[src/rtl/pkg_ucode_decoder.sv]
// Shared microcode instruction format plus the fetch-controller FSM state type.
// Instruction word: {nisc, opcode, reserved, operand}, operand = {operand_a, operand_b}.
package pkg_ucode_decoder;

    localparam int INSTRUCTION_WIDTH = 32;
    localparam int OPERAND_WIDTH     = 20;
    localparam int OPA_WIDTH         = 10;
    localparam int OPB_WIDTH         = 10;
    localparam int NUM_LOOPS         = 3;

    typedef enum logic [3:0] {
        OP_NOP         = 4'h0,
        OP_JMP         = 4'h1,
        OP_LOOP_SETUP0 = 4'h2,
        OP_LOOP_SETUP1 = 4'h3,
        OP_LOOP_SETUP2 = 4'h4,
        OP_ALU         = 4'h5,
        OP_MOVE        = 4'h6
    } opcode_t;

    typedef struct packed {
        logic                     nisc;
        opcode_t                  opcode;
        logic [6:0]               rsvd;
        logic [OPERAND_WIDTH-1:0] operand;
    } instruction_t;

    // One-hot apart from IDLE so each FSM output is a single flop bit.
    typedef enum logic [2:0] {
        FS_IDLE  = 3'b000,
        FS_FETCH = 3'b001,
        FS_EVAL  = 3'b010,
        FS_ISSUE = 3'b100
    } fetch_state_e;

endpackage

[src/rtl/ucode_loop_stack.sv]
// Program counter and three-level hardware loop registers with the next-PC rule.
// Loop 0 is innermost; a loop at its end with a zero count retires and defers outward.
module ucode_loop_stack
    import pkg_ucode_decoder::*;
#(
    parameter int ADDR_WIDTH = 10
) (
    input  logic                  clk_i,
    input  logic                  rst_ni,
    input  logic                  clear_i,
    input  logic                  load_i,
    input  logic [ADDR_WIDTH-1:0] load_addr_i,
    input  logic                  advance_i,
    input  logic [NUM_LOOPS-1:0]  setup_sel_i,
    input  logic [OPA_WIDTH-1:0]  setup_count_i,
    input  logic [ADDR_WIDTH-1:0] setup_end_i,
    output logic [ADDR_WIDTH-1:0] pc_o
);

    logic [ADDR_WIDTH-1:0]                 pc_q, pc_d;
    logic [NUM_LOOPS-1:0][OPA_WIDTH-1:0]   cnt_q, cnt_d;
    logic [NUM_LOOPS-1:0][ADDR_WIDTH-1:0]  end_q, end_d;
    logic [NUM_LOOPS-1:0][ADDR_WIDTH-1:0]  start_q, start_d;
    logic [NUM_LOOPS-1:0]                  active_q, active_d;

    logic [ADDR_WIDTH-1:0] pc_inc;
    logic [ADDR_WIDTH-1:0] next_pc;
    logic [NUM_LOOPS-1:0]  retire;
    logic [NUM_LOOPS-1:0]  hit;
    logic                  found;

    // Next-PC evaluation reads only the registered loop state, never a same-cycle setup.
    always_comb begin
        pc_inc  = pc_q + ADDR_WIDTH'(1);
        next_pc = pc_inc;
        retire  = '0;
        hit     = '0;
        found   = 1'b0;
        for (int k = 0; k < NUM_LOOPS; k++) begin
            if (!found && active_q[k] && (pc_q == end_q[k])) begin
                if (cnt_q[k] != '0) begin
                    found   = 1'b1;
                    hit[k]  = 1'b1;
                    next_pc = start_q[k];
                end else begin
                    retire[k] = 1'b1;
                end
            end
        end
    end

    always_comb begin
        pc_d     = pc_q;
        cnt_d    = cnt_q;
        end_d    = end_q;
        start_d  = start_q;
        active_d = active_q;
        if (clear_i) begin
            active_d = '0;
        end
        if (load_i) begin
            pc_d = load_addr_i;
        end else if (advance_i) begin
            pc_d = next_pc;
            for (int k = 0; k < NUM_LOOPS; k++) begin
                if (retire[k]) active_d[k] = 1'b0;
                if (hit[k])    cnt_d[k]    = cnt_q[k] - OPA_WIDTH'(1);
            end
        end
        for (int k = 0; k < NUM_LOOPS; k++) begin
            if (setup_sel_i[k]) begin
                cnt_d[k]    = (setup_count_i == '0) ? '0 : setup_count_i - OPA_WIDTH'(1);
                end_d[k]    = setup_end_i;
                start_d[k]  = pc_inc;
                active_d[k] = 1'b1;
            end
        end
    end

    always_ff @(posedge clk_i or negedge rst_ni) begin
        if (!rst_ni) begin
            pc_q     <= '0;
            cnt_q    <= '0;
            end_q    <= '0;
            start_q  <= '0;
            active_q <= '0;
        end else begin
            pc_q     <= pc_d;
            cnt_q    <= cnt_d;
            end_q    <= end_d;
            start_q  <= start_d;
            active_q <= active_d;
        end
    end

    assign pc_o = pc_q;

endmodule

[src/rtl/ucode_fetch_ctrl.sv]
// Microcode fetch controller: FETCH/EVAL/ISSUE sequencing and the instruction register.
// Jumps and loop setups are consumed here; everything else is handed to the decoder.
module ucode_fetch_ctrl
    import pkg_ucode_decoder::*;
#(
    parameter int ADDR_WIDTH = 10
) (
    input  logic                         clk_i,
    input  logic                         rst_ni,
    input  logic                         start_i,
    input  logic [ADDR_WIDTH-1:0]        start_addr_i,
    input  logic                         stop_i,
    output logic                         mem_req_o,
    output logic [ADDR_WIDTH-1:0]        mem_addr_o,
    input  logic [INSTRUCTION_WIDTH-1:0] mem_rdata_i,
    output logic [INSTRUCTION_WIDTH-1:0] instr_o,
    output logic                         instr_valid_o,
    input  logic                         instr_ready_i,
    output logic                         busy_o
);

    fetch_state_e                 state_q, state_d;
    logic [INSTRUCTION_WIDTH-1:0] instr_q, instr_d;
    instruction_t                 rdata;

    logic                  ls_clear;
    logic                  ls_load;
    logic [ADDR_WIDTH-1:0] ls_load_addr;
    logic                  ls_advance;
    logic [NUM_LOOPS-1:0]  ls_setup;
    logic [ADDR_WIDTH-1:0] pc;

    logic unused_rsvd;

    assign rdata       = instruction_t'(mem_rdata_i);
    assign unused_rsvd = ^rdata.rsvd;

    ucode_loop_stack #(
        .ADDR_WIDTH (ADDR_WIDTH)
    ) u_loop_stack (
        .clk_i         (clk_i),
        .rst_ni        (rst_ni),
        .clear_i       (ls_clear),
        .load_i        (ls_load),
        .load_addr_i   (ls_load_addr),
        .advance_i     (ls_advance),
        .setup_sel_i   (ls_setup),
        .setup_count_i (rdata.operand[OPERAND_WIDTH-1 -: OPA_WIDTH]),
        .setup_end_i   (ADDR_WIDTH'(rdata.operand[OPB_WIDTH-1:0])),
        .pc_o          (pc)
    );

    // NOTE: <= in clocked blocks so every flop samples the pre-edge values.
    always_ff @(posedge clk_i or negedge rst_ni) begin
        if (!rst_ni) begin
            state_q <= FS_IDLE;
            instr_q <= '0;
        end else begin
            state_q <= state_d;
            instr_q <= instr_d;
        end
    end

    // NOTE: every signal gets a default first so no latch is inferred.
    always_comb begin
        state_d      = state_q;
        instr_d      = instr_q;
        ls_clear     = 1'b0;
        ls_load      = 1'b0;
        ls_load_addr = start_addr_i;
        ls_advance   = 1'b0;
        ls_setup     = '0;
        unique case (state_q)
            FS_IDLE: begin
                if (start_i) begin
                    ls_clear = 1'b1;
                    ls_load  = 1'b1;
                    state_d  = FS_FETCH;
                end
            end
            FS_FETCH: state_d = FS_EVAL;
            FS_EVAL: begin
                instr_d = mem_rdata_i;
                state_d = FS_FETCH;
                if (rdata.nisc) begin
                    state_d = FS_ISSUE;
                end else begin
                    case (rdata.opcode)
                        OP_JMP: begin
                            ls_load      = 1'b1;
                            ls_load_addr = ADDR_WIDTH'(rdata.operand);
                        end
                        OP_LOOP_SETUP0: begin ls_setup = 3'b001; ls_advance = 1'b1; end
                        OP_LOOP_SETUP1: begin ls_setup = 3'b010; ls_advance = 1'b1; end
                        OP_LOOP_SETUP2: begin ls_setup = 3'b100; ls_advance = 1'b1; end
                        default:        state_d = FS_ISSUE;
                    endcase
                end
            end
            FS_ISSUE: begin
                if (instr_ready_i) begin
                    ls_advance = 1'b1;
                    state_d    = FS_FETCH;
                end
            end
            default: state_d = FS_IDLE;
        endcase
        // Abort wins over start, handshake and any loop update; the PC is left alone.
        if (stop_i) begin
            state_d    = FS_IDLE;
            ls_clear   = 1'b1;
            ls_load    = 1'b0;
            ls_advance = 1'b0;
            ls_setup   = '0;
        end
    end

    // Outputs come straight from flop bits so an asynchronous reset cannot glitch them high.
    always_comb begin
        mem_req_o     = state_q[0];
        instr_valid_o = state_q[2];
        busy_o        = |state_q;
        mem_addr_o    = pc;
        instr_o       = instr_q;
    end

endmodule
[config.mk]
export PLATFORM = sky130hd
export DESIGN_NAME = ucode_fetch_ctrl
export DESIGN_NICKNAME = d
export VERILOG_FILES = /design/src/rtl/pkg_ucode_decoder.sv /design/src/rtl/ucode_loop_stack.sv /design/src/rtl/ucode_fetch_ctrl.sv
export SDC_FILE = /design/constraint.sdc
export NUM_CORES = 1
export LEC_CHECK = 0
export ABC_CLOCK_PERIOD_IN_PS = 3400
export CAP_MARGIN = 25
export CORE_ASPECT_RATIO = 1.1
export CORE_MARGIN = 3
export CORE_UTILIZATION = 55
export DETAILED_ROUTE_END_ITERATION = 6
export GPL_ROUTABILITY_DRIVEN = 1
export GPL_TIMING_DRIVEN = 0
export PLACE_DENSITY = 0.8
export SLEW_MARGIN = 20
export SYNTH_ARGS = -nofsm -noshare
export SYNTH_HDL_FRONTEND = slang
export SYNTH_SLANG_ARGS = --single-unit
[constraint.sdc]
create_clock -name clk_i -period 3.4 [get_ports clk_i]
set_input_delay 0.68 -clock clk_i [delete_from_list [all_inputs] [get_ports clk_i]]
set_output_delay 0.68 -clock clk_i [all_outputs]
set_load 0.005 [all_outputs]
==> qor.csv, run 1 <==
metric,value,unit
htreeDepth,4,
chipWidth,114,um
worst_pin_slew,0.764,ns
clk_pin_slew,0.06,ns
p_total,5.18,mW
port_buffers,91,
totalWireLength,19.4,mm
switching_share,0.262,
final_cell_mix,"138 x dfrtp_1, 111 x nand2_1, 90 x clkdlybuf4s50_1",
mostFrequentLayoutCell,dfrtp_1,
cts_tree,built,
synthesis.area,0.00701,mm2
antenna_found_initial,0,
wl_per_cell,19.8,um
end_kind,flop,
ant_nets,0,
period_needed,3.30,ns
placed_cell_area,0.00816,mm2
drive_above_1_share,0.128,
slew_viol_final,0,
initialDrtViolationCount,679,
p_leak,3.95,nW
dr_total_vias,5916,
clock-skew-final,0.00774,ns
fmax,303,MHz
overflow,0,
clk_latency,0.44,ns
relSlewSlack,0.486,
coreArea,0.0122,mm2
p_int,3.83,mW
post-route-cell-area,0.00884,mm2
synth_area_leaders,"dfrtp_1 49%, mux2_2 8.7%, xnor2_1 7.0%, nand2_1 5.9%, nor2_1 2.9%",
netSwitchingPower,1.36,mW
critPathMaxFanout,10,
route.detailed.drc,2,
p_per_area,586,mW/mm2
finalNetCount,867,
required,3.71,ns
firstDrtPassIters,7,
synthFlopType,dfrtp_1,
start_util,0.573,
grt_usage,0.282,
postSynthCellCount,701,
dieArea,0.0141,mm2
finalSetupViolCount,0,
globalplace.congestion,0.949,
synth-edff-count,0,
synth_area_per_cell,10.0,um2
grt_pass1_wl,31.3,mm
cts_sinks,138,
maxCapViolCount,0,
synth_top_area_frac,0.492,
area_growth,26.0,%
cp.arrival,3.61,ns
n_fill_cell,872,
worstSetupStartpointType,flop,
cts_buffers,17,
post-place-ws,-0.310,ns
clkPwrFrac,0.409,
vdd_ir_drop_max,0.498,mV
insertedDiodeCount,0,
hp-class,in -> async,
hold_violations,0,
cts_hold_buffers,0,
cts_root_buf,clkbuf_16,
status,finished with violations,
dieHeight,124,um
synth_fp_nets,755,
dp_hpwl,13.6,mm
clk_path_buf_depth,2,
synth_warnings,0,
synth_cell_types,50,
final.setup.worst_slack,0.104,ns
combPwrFrac,0.212,
yosys.area.top_type,dfrtp_1,
tns,0,ns
rsz0062_at_grt,false,
criticalPathCategory,reg -> reg,
ys_seq_area_frac,0.492,
rows,42,
avgViaCountPerCell,6.04,
finalCritPeriodShare,0.970,
violations,DRC,
grt_pass1_vias,6038,
grt_start_max_net_pins,93,
reg2reg_slack,0.10,ns
p_seq_frac,0.379,
synthArstFlopShare,1.00,
top_level_ports,92,
synth.ff_latch_count,138,
[metal layers]
| metal | vias up | part of all wire | GRT usage |
|---|---|---|---|
| li1 | 2648 | - | - |
| met1 | 2937 | 0.41 | 0.380 |
| met2 | 295 | 0.50 | 0.453 |
| met3 | 36 | 0.083 | 0.0656 |
| met4 | 0 | 0.017 | 0.0884 |
| met5 | - | 0 | 0 |
[worst max-delay path, cell delays in order, from the launching register on]
cell and delay (ns):
dfrtp_1 0.41, inv_1 0.13, ha_1 0.17, or4b_1 0.42
or4_1 0.55, nand4_1 0.26, clkbuf_1 0.51, nand2_1 0.15
o211ai_1 0.16, a21oi_1 0.12, a211o_1 0.29
[path summary, 6_finish.rpt]
kind / startpoint / cells past startpoint / end
hold reg to reg: u_loop_stack.start_q[10] / 2 / u_loop_stack.start_q[10]
hold / removal: rst_ni / 1 / instr_o[23]
setup reg to reg: u_loop_stack.cnt_q[10] / 10 / u_loop_stack.pc_o[6]
min in group clk_i: u_loop_stack.start_q[10] / 2 / u_loop_stack.start_q[10]
setup / recovery: u_loop_stack.cnt_q[10] / 10 / u_loop_stack.pc_o[6]
max in group asynchronous: rst_ni / 2 / u_loop_stack.cnt_q[9]
[Yosys cell counts (7+ instances only)]
library cell / instances
xor2_1: 12
nor3_1: 17
nor4_1: 7
a21oi_1: 32
xnor2_1: 56
nand2_1: 111
mux2_2: 54
clkbuf_1: 34
dfrtp_1: 138
nand4_1: 9
mux2i_1: 19
ha_1: 7
o21ai_0: 40
nand3_1: 13
o211ai_1: 11
nor2_1: 54
inv_1: 11
[repair_timing]
item | in CTS | in global routing
setup buffers | 0 | 0
gates resized for setup | 0 | 3
endpoints found under the setup margin | 0 | 15
[through the flow]
step,util,hold WS (ns),std cells
floorplan,-,0.384,701
global placement,0.663,0.461,946
detailed placement,0.666,0.464,948
CTS,0.721,0.149,980
global route,0.722,0.154,980
finish,0.722,0.138,980
[final cells by class]
type / count / area (um2) / share of cell area
clock inverters: 15 / 249 / 0.0282
inverters: 11 / 41.3 / 0.00467
flip-flops and latches: 138 / 3450 / 0.391
multi-input cells: 513 / 3380 / 0.382
clock buffers: 17 / 425 / 0.0481
well taps: 154 / 193 / 0.0218
repair buffers: 93 / 951 / 0.108
plain buffers: 39 / 150 / 0.0170
[sequential cells by signal (all words and copies together) (netlist names)]
| signal | flops |
|---|---|
| u_loop_stack.cnt_q | 30 |
| u_loop_stack.active_q | 3 |
| instr_o | 32 |
| state_q | 3 |
| u_loop_stack.start_q | 30 |
| u_loop_stack.end_q | 30 |
| u_loop_stack.pc_o | 10 |
[power groups by stage]
stage	registers (mW)	logic, mW	clock network (mW)
3_3_place_gp	1.97	1.05	0
2_1_floorplan	1.99	0.498	0
6_report	1.97	1.10	2.12
5_1_grt	1.99	1.19	2.20
3_5_place_dp	1.99	1.08	0
4_1_cts	1.97	1.10	2.12
[cells by family after synthesis]
kind of cell	count (synthesis)	synth area share
AO/OA/AOI/OAI	104	0.0870
XOR/XNOR	68	0.0849
adder cells (fa/ha/maj)	7	0.0125
buffers and inverters	50	0.0271
flip-flops	138	0.492
multiplexers	73	0.114
AND/OR/NAND/NOR	261	0.182
(Power assumes the default switching activity.)
==> run 2: changes to the inputs <==
--- a/config.mk
+++ b/config.mk
@@ -13,7 +13,9 @@
 export DETAILED_ROUTE_END_ITERATION = 6
 export GPL_ROUTABILITY_DRIVEN = 1
 export GPL_TIMING_DRIVEN = 0
+export HOLD_SLACK_MARGIN = 0.1
 export PLACE_DENSITY = 0.8
+export SKIP_CTS_REPAIR_TIMING = 1
 export SLEW_MARGIN = 20
 export SYNTH_ARGS = -nofsm -noshare
 export SYNTH_HDL_FRONTEND = slang
==> results of run 2 <==
No change in the layout: final DEF, timing and power equal those of run 1.
==> run 3: changes to the inputs <==
--- a/config.mk
+++ b/config.mk
@@ -16,6 +16,7 @@
 export HOLD_SLACK_MARGIN = 0.1
 export PLACE_DENSITY = 0.8
 export SKIP_CTS_REPAIR_TIMING = 1
+export SKIP_LAST_GASP = 1
 export SLEW_MARGIN = 20
 export SYNTH_ARGS = -nofsm -noshare
 export SYNTH_HDL_FRONTEND = slang
==> results of run 3 <==
No change in the layout: final DEF, timing and power equal those of run 1.
